[src/rtl/btn_debounce_pkg.sv]
// ----------------------------------------------------------------------------
// btn_debounce_pkg
// Shared definitions for the push-button debouncer:
//   db_state_e                - per-channel qualification FSM state
//   DB_STABLE_CYCLES_DEFAULT  - default stability window (10 ms at 50 MHz)
//   DB_CNT_W_DEFAULT          - default stability counter width
// ----------------------------------------------------------------------------
package btn_debounce_pkg;

    typedef enum logic [1:0] {
        IDLE_LO = 2'd0,
        WAIT_HI = 2'd1,
        IDLE_HI = 2'd2,
        WAIT_LO = 2'd3
    } db_state_e;

    localparam int unsigned DB_STABLE_CYCLES_DEFAULT = 500_000;
    localparam int unsigned DB_CNT_W_DEFAULT         = 20;

endpackage

[src/rtl/btn_debounce_ch.sv]
// ----------------------------------------------------------------------------
// btn_debounce_ch
// Single debounce channel: 2-FF synchroniser, stability counter and a
// four-state qualification FSM with registered level and edge strobes.
// Ports:
//   clk_i    - system clock
//   rst_i    - asynchronous active-high reset
//   btn_i    - raw asynchronous button pin
//   level_o  - debounced level
//   rise_o   - one-cycle strobe on an accepted 0->1 transition
//   fall_o   - one-cycle strobe on an accepted 1->0 transition
// ----------------------------------------------------------------------------
module btn_debounce_ch
    import btn_debounce_pkg::*;
#(
    parameter int unsigned STABLE_CYCLES = DB_STABLE_CYCLES_DEFAULT,
    parameter int unsigned CNT_W         = DB_CNT_W_DEFAULT
) (
    input  logic clk_i,
    input  logic rst_i,
    input  logic btn_i,
    output logic level_o,
    output logic rise_o,
    output logic fall_o
);

    localparam logic [CNT_W-1:0] TERM_CNT = CNT_W'(STABLE_CYCLES - 1);

    logic             meta_q;
    logic             sync_q;
    db_state_e        state_q;
    logic [CNT_W-1:0] cnt_q;
    logic             level_q;
    logic             rise_q;
    logic             fall_q;

    // Plain flop-to-flop chain; nothing may sit between the two stages.
    always_ff @(posedge clk_i or posedge rst_i) begin
        if (rst_i) begin
            meta_q <= 1'b0;
            sync_q <= 1'b0;
        end else begin
            meta_q <= btn_i;
            sync_q <= meta_q;
        end
    end

    // An opposite sample in a WAIT state drops straight back to the idle
    // state, so the counter restarts from zero on the next attempt and can
    // never pass TERM_CNT.
    always_ff @(posedge clk_i or posedge rst_i) begin
        if (rst_i) begin
            state_q <= IDLE_LO;
            cnt_q   <= '0;
            level_q <= 1'b0;
            rise_q  <= 1'b0;
            fall_q  <= 1'b0;
        end else begin
            rise_q <= 1'b0;
            fall_q <= 1'b0;
            case (state_q)
                IDLE_LO: begin
                    if (sync_q) begin
                        state_q <= WAIT_HI;
                        cnt_q   <= '0;
                    end
                end
                WAIT_HI: begin
                    if (!sync_q) begin
                        state_q <= IDLE_LO;
                    end else if (cnt_q == TERM_CNT) begin
                        state_q <= IDLE_HI;
                        level_q <= 1'b1;
                        rise_q  <= 1'b1;
                    end else begin
                        cnt_q <= cnt_q + CNT_W'(1);
                    end
                end
                IDLE_HI: begin
                    if (!sync_q) begin
                        state_q <= WAIT_LO;
                        cnt_q   <= '0;
                    end
                end
                WAIT_LO: begin
                    if (sync_q) begin
                        state_q <= IDLE_HI;
                    end else if (cnt_q == TERM_CNT) begin
                        state_q <= IDLE_LO;
                        level_q <= 1'b0;
                        fall_q  <= 1'b1;
                    end else begin
                        cnt_q <= cnt_q + CNT_W'(1);
                    end
                end
            endcase
        end
    end

    assign level_o = level_q;
    assign rise_o  = rise_q;
    assign fall_o  = fall_q;

endmodule

[src/rtl/btn_debounce.sv]
// ----------------------------------------------------------------------------
// btn_debounce
// N independent push-button conditioning channels (synchronise, debounce,
// edge-detect) between the raw pins and the display/RAM datapath.
// Ports:
//   clk        - system clock
//   rst        - asynchronous active-high reset
//   btn_in     - raw button pins, bit i is channel i
//   btn_level  - debounced level per channel
//   btn_rise   - one-cycle strobe per channel on an accepted press
//   btn_fall   - one-cycle strobe per channel on an accepted release
// ----------------------------------------------------------------------------
module btn_debounce
    import btn_debounce_pkg::*;
#(
    parameter int unsigned N             = 2,
    parameter int unsigned STABLE_CYCLES = DB_STABLE_CYCLES_DEFAULT,
    parameter int unsigned CNT_W         = DB_CNT_W_DEFAULT
) (
    input  logic         clk,
    input  logic         rst,
    input  logic [N-1:0] btn_in,
    output logic [N-1:0] btn_level,
    output logic [N-1:0] btn_rise,
    output logic [N-1:0] btn_fall
);

    for (genvar g = 0; g < N; g++) begin : g_ch
        btn_debounce_ch #(
            .STABLE_CYCLES (STABLE_CYCLES),
            .CNT_W         (CNT_W)
        ) u_ch (
            .clk_i   (clk),
            .rst_i   (rst),
            .btn_i   (btn_in[g]),
            .level_o (btn_level[g]),
            .rise_o  (btn_rise[g]),
            .fall_o  (btn_fall[g])
        );
    end

endmodule

[config.mk]
export PLATFORM = sky130hd
export DESIGN_NAME = btn_debounce
export DESIGN_NICKNAME = d
export VERILOG_FILES = /design/src/rtl/btn_debounce_pkg.sv /design/src/rtl/btn_debounce_ch.sv /design/src/rtl/btn_debounce.sv
export SDC_FILE = /design/constraint.sdc
export NUM_CORES = 1
export LEC_CHECK = 0
export BUFFER_PORTS_ARGS = -buffer_cell sky130_fd_sc_hd__buf_2
export CELL_PAD_IN_SITES_DETAIL_PLACEMENT = 0
export CELL_PAD_IN_SITES_GLOBAL_PLACEMENT = 1
export CORE_MARGIN = 2
export CORE_UTILIZATION = 35
export DETAILED_ROUTE_END_ITERATION = 8
export GPL_TIMING_DRIVEN = 0
export PLACE_DENSITY_LB_ADDON = 0.1
export SLEW_MARGIN = 15
export SYNTH_ARGS = -nofsm -noshare
export SYNTH_HDL_FRONTEND = slang
export SYNTH_SLANG_ARGS = --single-unit
[constraint.sdc]
create_clock -name clk -period 2.4 [get_ports clk]
set_input_delay 0.24 -clock clk [delete_from_list [all_inputs] [get_ports clk]]
set_output_delay 0.24 -clock clk [all_outputs]
set_load 0.02 [all_outputs]
; ---- After elaboration in Yosys (flattened, before gate mapping)
; Index checks and enable logic that the tools add are counted.
[op_classes]
eq_ne = 24
reduce_logical = 10
n_mux = 46
add_sub_neg = 2
[op_table]
columns = op, n
row1 = $mux 20, 10
row2 = $pmux 20 s4, 2
row3 = $add 20x1->20 const B, 2
row4 = $eq 20x19->1 const B, 2
row5 = $mux 2, 12
row6 = $mux 1, 18
row7 = $ne 2x1->1 const B, 8
row8 = $pmux 2 s4, 2
row9 = $reduce_and 4->1, 4
row10 = $reduce_and 5->1, 2
row11 = $eq 2x2->1 const B, 4
row12 = $ne 2x2->1 const B, 4
row13 = $ne 3x1->1 const B, 2
row14 = $ne 3x3->1 const B, 2
row15 = $eq 2x1->1 const B, 2
row16 = $logic_not 2->1, 2
row17 = $pmux 1 s2, 2
row18 = $reduce_bool 2->1, 2
[word_totals]
output_inout_bits = 6
wordCells = 96
regBits = 54
inputBits = 4

; ---- Longest topological paths before layout
[logic_depth]
ltp_word = 4
depth_mapped = 7
ltp_nobuf = 5

; ---- Cells and area by module
; A second synthesis with hierarchy kept.
[unflattened]
hier_cells = 309
area_unflattened_um2 = 2967.8
[by_module_without_submodules]
columns = module, instances, cells_per_inst, area_each_um2
row1 = btn_debounce_ch at g_ch[1].u_ch, 1, 153, 1516.5
row2 = btn_debounce_ch at g_ch[0].u_ch, 1, 156, 1451.4

; ---- Worst setup path after synthesis
; No wires, ideal clock.
[synth_timing]
kind = reg2reg
start = reg g_ch[1].u_ch.cnt_q[0]
end = reg g_ch[1].u_ch.cnt_q[16]
setup_ns = 0.087
synth_period_minus_slack_ns = 2.041
t_required_ns = 2.313
arrival_ns = 1.954
stages_incl_launch_ff = 6
path_slack_ns = 0.359
path_cell_list = dfrtp_1 > ha_1 > nand4_4 > or4_4 > or4_1 > o211ai_1
[synth_via]
elab_chain_len = 4
[synth_lines]
columns = item, line
row1 = from (decl), btn_debounce_ch.sv:32  ; logic [CNT_W-1:0] cnt_q;
row2 = from (signal assigned), btn_debounce_ch.sv:76  ; cnt_q <= cnt_q + CNT_W'(1);
row3 = from (signal assigned), btn_debounce_ch.sv:93  ; cnt_q <= cnt_q + CNT_W'(1);
row4 = $add 20x1->20 or $eq 20x19->1 (tied branches), --
row5 = $mux 20 *, "btn_debounce_ch.sv:71, btn_debounce_ch.sv:88"
row6 = $mux 20 (on tied branches), "btn_debounce_ch.sv:86, btn_debounce_ch.sv:69"
row7 = $pmux 20 s4 *, btn_debounce_ch.sv:61  ; case (state_q)
; Mark *: on every way between the ends. The rest lies on a longest branch, timed or not. The select of a mux whose other input is x is not followed.
; A chain may end at the register's enable or synchronous reset.

; ---- Worst setup path in the final report
; Ends and elaborated chain as after synthesis.

==> results by group <==
Status
  • Outcome: complete, no violations

STA
  • Final Critical Period: between 2 and 2.5 ns
  • Slew HR: around 54%
  • RSZ-0062 raised after global routing: no
  • Worst slew pin tran: 0.6865 ns
  • Setup TNS: 0 ns
  • F_max: about 450 MHz
  • Final Setup Violations: 0
  • Slew Viols, Final: 0
  • Clock Skew: 0.005422 ns
  • Final hold violations: 0
  • Crit share post-route: between 90% and 100%

Run
  • Max Cap Viol: 0

Clock network
  • Max clock buf depth: 2
  • Worst skew pair latency: 0.31 ns
  • CTS tree: yes
  • Post-CTS setup buffer count: 0
  • Reg clk slew, reported paths: between 0.1 and 0.15 ns
  • Root buf cell: clkbuf_8
  • H-tree levels: 2
  • Post-CTS Resized: 0
  • Hold buffer count at cts: 0
  • Clock tree sinks: 54
  • Num CTS Buffers: 5

Placement
  • Final GP Congestion: between 0.7 and 0.8
  • Hpwl dp: approximately 5400 um
  • # port buffers: 9
  • Placed inst area: about 0.0033 mm^2

Synthesis
  • Adder-cell area share of the yosys netlist: less than 1%
  • Multiplexer share of the synthesized area: under 10%
  • Register area share after synthesis: around 43%
  • Synth Instances: 350
  • Post-synthesis simple-gate area fraction: between 20% and 30%
  • Post-Syn Area: between 0.003 and 0.004 mm^2
  • Complex-gate fraction of the synthesized area: about 17%
  • Top_reg_cell synth: dfrtp_1
  • Distinct cells, synth: 54
  • Post-synth EDFFs: 0
  • Yosys Warn Count: 0
  • Avg Cell Area, Syn: 8.991 um^2
  • XOR/XNOR Fraction of Synth Area: under 10%
  • Syn nets: 356
  • Synth Register Bits: 54
  • Largest family of logic cells by synthesized area: simple AND/OR/NAND/NOR gates
  • Async set-reset flop share out of synthesis: 100.0%

Pwr
  • Max VDD drop: approximately 0.25 mV
  • Tot Pwr: roughly 1.9 mW
  • Leak Pwr: ~1.5 nW
  • Pwr dens: 539.1 mW/mm^2

Routing
  • Detailed-route wire length: around 7700 um
  • 1st-iter DRT viols: ~250
  • DR pass1 iterations: 5
  • Via Count: 2,753
  • Post-route ant nets: 0
  • DR vias/cell: around 5.8
  • Number of remaining DRC errors: 0
  • DR WL/cell: roughly 16 um

GRT
  • Largest net degree at the start of global routing: 55
  • GRT Overall Usage: between 10% and 20%
  • Global-route wire length before repair: between 10,000 and 15,000 um
  • Grt ovf: 0
  • Vias in the first global route: 2,651
  • Initial antenna violation count: 0

Finish
  • Proportion of layout cells with a drive suffix above 1: approximately an eighth
  • Diode count: 0
  • P&R area growth vs syn: 9.384%
  • Layout filler cell count: ~880
  • Final Util: approximately two fifths
  • Nets: approximately 370
  • Final instance area: 0.003442 mm^2

Die
  • Die X: 98.82 um
  • Core ar.: between 0.008 and 0.009 mm^2
  • Chip height: roughly 100 um
  • Boundary pin count: 10
  • Initial Util: a little over a third
  • Die area: 0.009765 mm^2
  • FP Rows: 34

Setup path
  • Worst Path Required: between 2 and 3 ns
  • Critical path's largest stage delay: between 0.6 and 0.7 ns
  • Cell family with most CP delay: simple AND/OR/NAND/NOR gates
  • Crit start category: register
  • Critical path class: reg2reg
  • Worst Path Max Fanout: 6
  • CP Buf/Inv Count: 0
  • Cells along the critical path: ha_1, nand4_4, or4_4, or4_1, o211ai_1
  • WP data arrival: 2.45 ns
  • Slowest CP cell: or4_4
  • Crit. End Element: register

Worst hold path
  • Hold Crit Class: in2reg
[metal layers]
layer	track usage, %	wire length [um]	up-vias
li1	-	-	1350
met1	26.67	4047	1345
met2	25.10	3328	52
met3	2.411	295	6
met4	4.426	76	0
met5	0	0	-
[worst reg2reg max path, delay by kind of cell (launching register included)]
| family | cells | cell delay (ns) |
|---|---|---|
| simple gates | 3 | 1.29 |
| flops | 1 | 0.44 |
| fa+ha+maj | 1 | 0.31 |
| compound gates | 1 | 0.10 |
[sequential cells by signal, summed over array words and instances (netlist names), named ones only]
name and count:
g_ch.u_ch.cnt_q 40, g_ch.u_ch.fall_o 2, g_ch.u_ch.level_o 2, g_ch.u_ch.meta_q 2, g_ch.u_ch.rise_o 2, g_ch.u_ch.state_q 2
g_ch.u_ch.sync_q 2
[kinds of logic (layout without fill, tap and decap cells)]
| group | after synthesis | count (layout) |
|---|---|---|
| flops | 54 | 54 |
| buf+inv | 45 | 62 |
| mux | 9 | 9 |
| fa+ha+maj | 2 | 2 |
| compound gates | 83 | 83 |
| simple gates | 153 | 153 |
| xor+xnor | 4 | 4 |
[cells in the final DEF (no fill, tap or decap), drive strengths merged, types with 6 or more instances in the layout]
cell,n
nand4,21
clkbuf,19
a31oi,9
buf,22
nand3,20
and3,11
inv,19
dfrtp,54
nor3,10
and2,6
nand2,32
mux2i,8
o211ai,9
or4,11
o21ai,22
nor2,18
a21oi,14
[synth_stat cells (3+ instances only)]
library cell  count  area share [%]
a31o_2            4             1.1
inv_1            18             2.1
o211ai_1          9             2.1
and4_1            3            0.84
nor4b_1           3            0.84
a31oi_1           9             1.8
mux2i_1           8             2.5
a211oi_1          3            0.72
nor2_1           18             2.1
buf_1             3            0.36
clkbuf_1         14             1.7
nand2_1          32             3.8
o21ai_0          22             3.5
nand3_1          20             3.2
a2bb2oi_1         3            0.84
a41oi_1           3            0.84
and3_1           10             2.0
dfrtp_1          54              43
or4_1            10             2.4
or3_1             3            0.60
nand4_1          20             4.0
nor3_1           10             1.6
buf_4             7             1.7
a21oi_1          14             2.2
o41ai_1           4             1.1
and2_1            6             1.2
[cell type report]
class	count	area [um^2]	share of cell area (%)
clock buffers	5	68.82	1.999
repair buffers	9	45.04	1.309
plain buffers	27	137.6	3.999
inverters	18	70.07	2.036
multi-input cells	251	1590	46.20
flip-flops and latches	54	1351	39.26
clock inverters	3	43.79	1.272
well taps	108	135.1	3.926
[power by group]
part	switching (mW)	internal, mW
Sequential	0.0661	0.954
Clock	0.335	0.314
Combinational	0.123	0.0649
[per-stage QoR]
| stage | worst slack (ns) | std cells | hold slack [ns] |
|---|---|---|---|
| finish | 0.1877 | 475 | 0.02348 |
| global route | 0.06804 | 475 | 0.008739 |
| detailed placement | 0.2164 | 467 | 0.3373 |
| CTS | 0.1830 | 475 | 0.01091 |
| floorplan | 0.3591 | 350 | 0.2714 |
| global placement | -0.03507 | 467 | 0.3342 |
[worst paths after layout]
check	start	end	slack, ns	cells past startpoint
min reg2reg	g_ch[0].u_ch.meta_q	g_ch[0].u_ch.sync_q	0.36	0
max reg2reg	g_ch[1].u_ch.cnt_q[0]	g_ch[1].u_ch.cnt_q[16]	0.19	5
max in group asynchronous	rst	g_ch[0].u_ch.cnt_q[13]	1.92	2
min	btn_in[1]	g_ch[1].u_ch.meta_q	0.02	1
min in group asynchronous	rst	g_ch[0].u_ch.cnt_q[7]	0.03	2
max	g_ch[1].u_ch.cnt_q[0]	g_ch[1].u_ch.cnt_q[16]	0.19	5
Note: power is estimated with default switching activity, not from simulation.
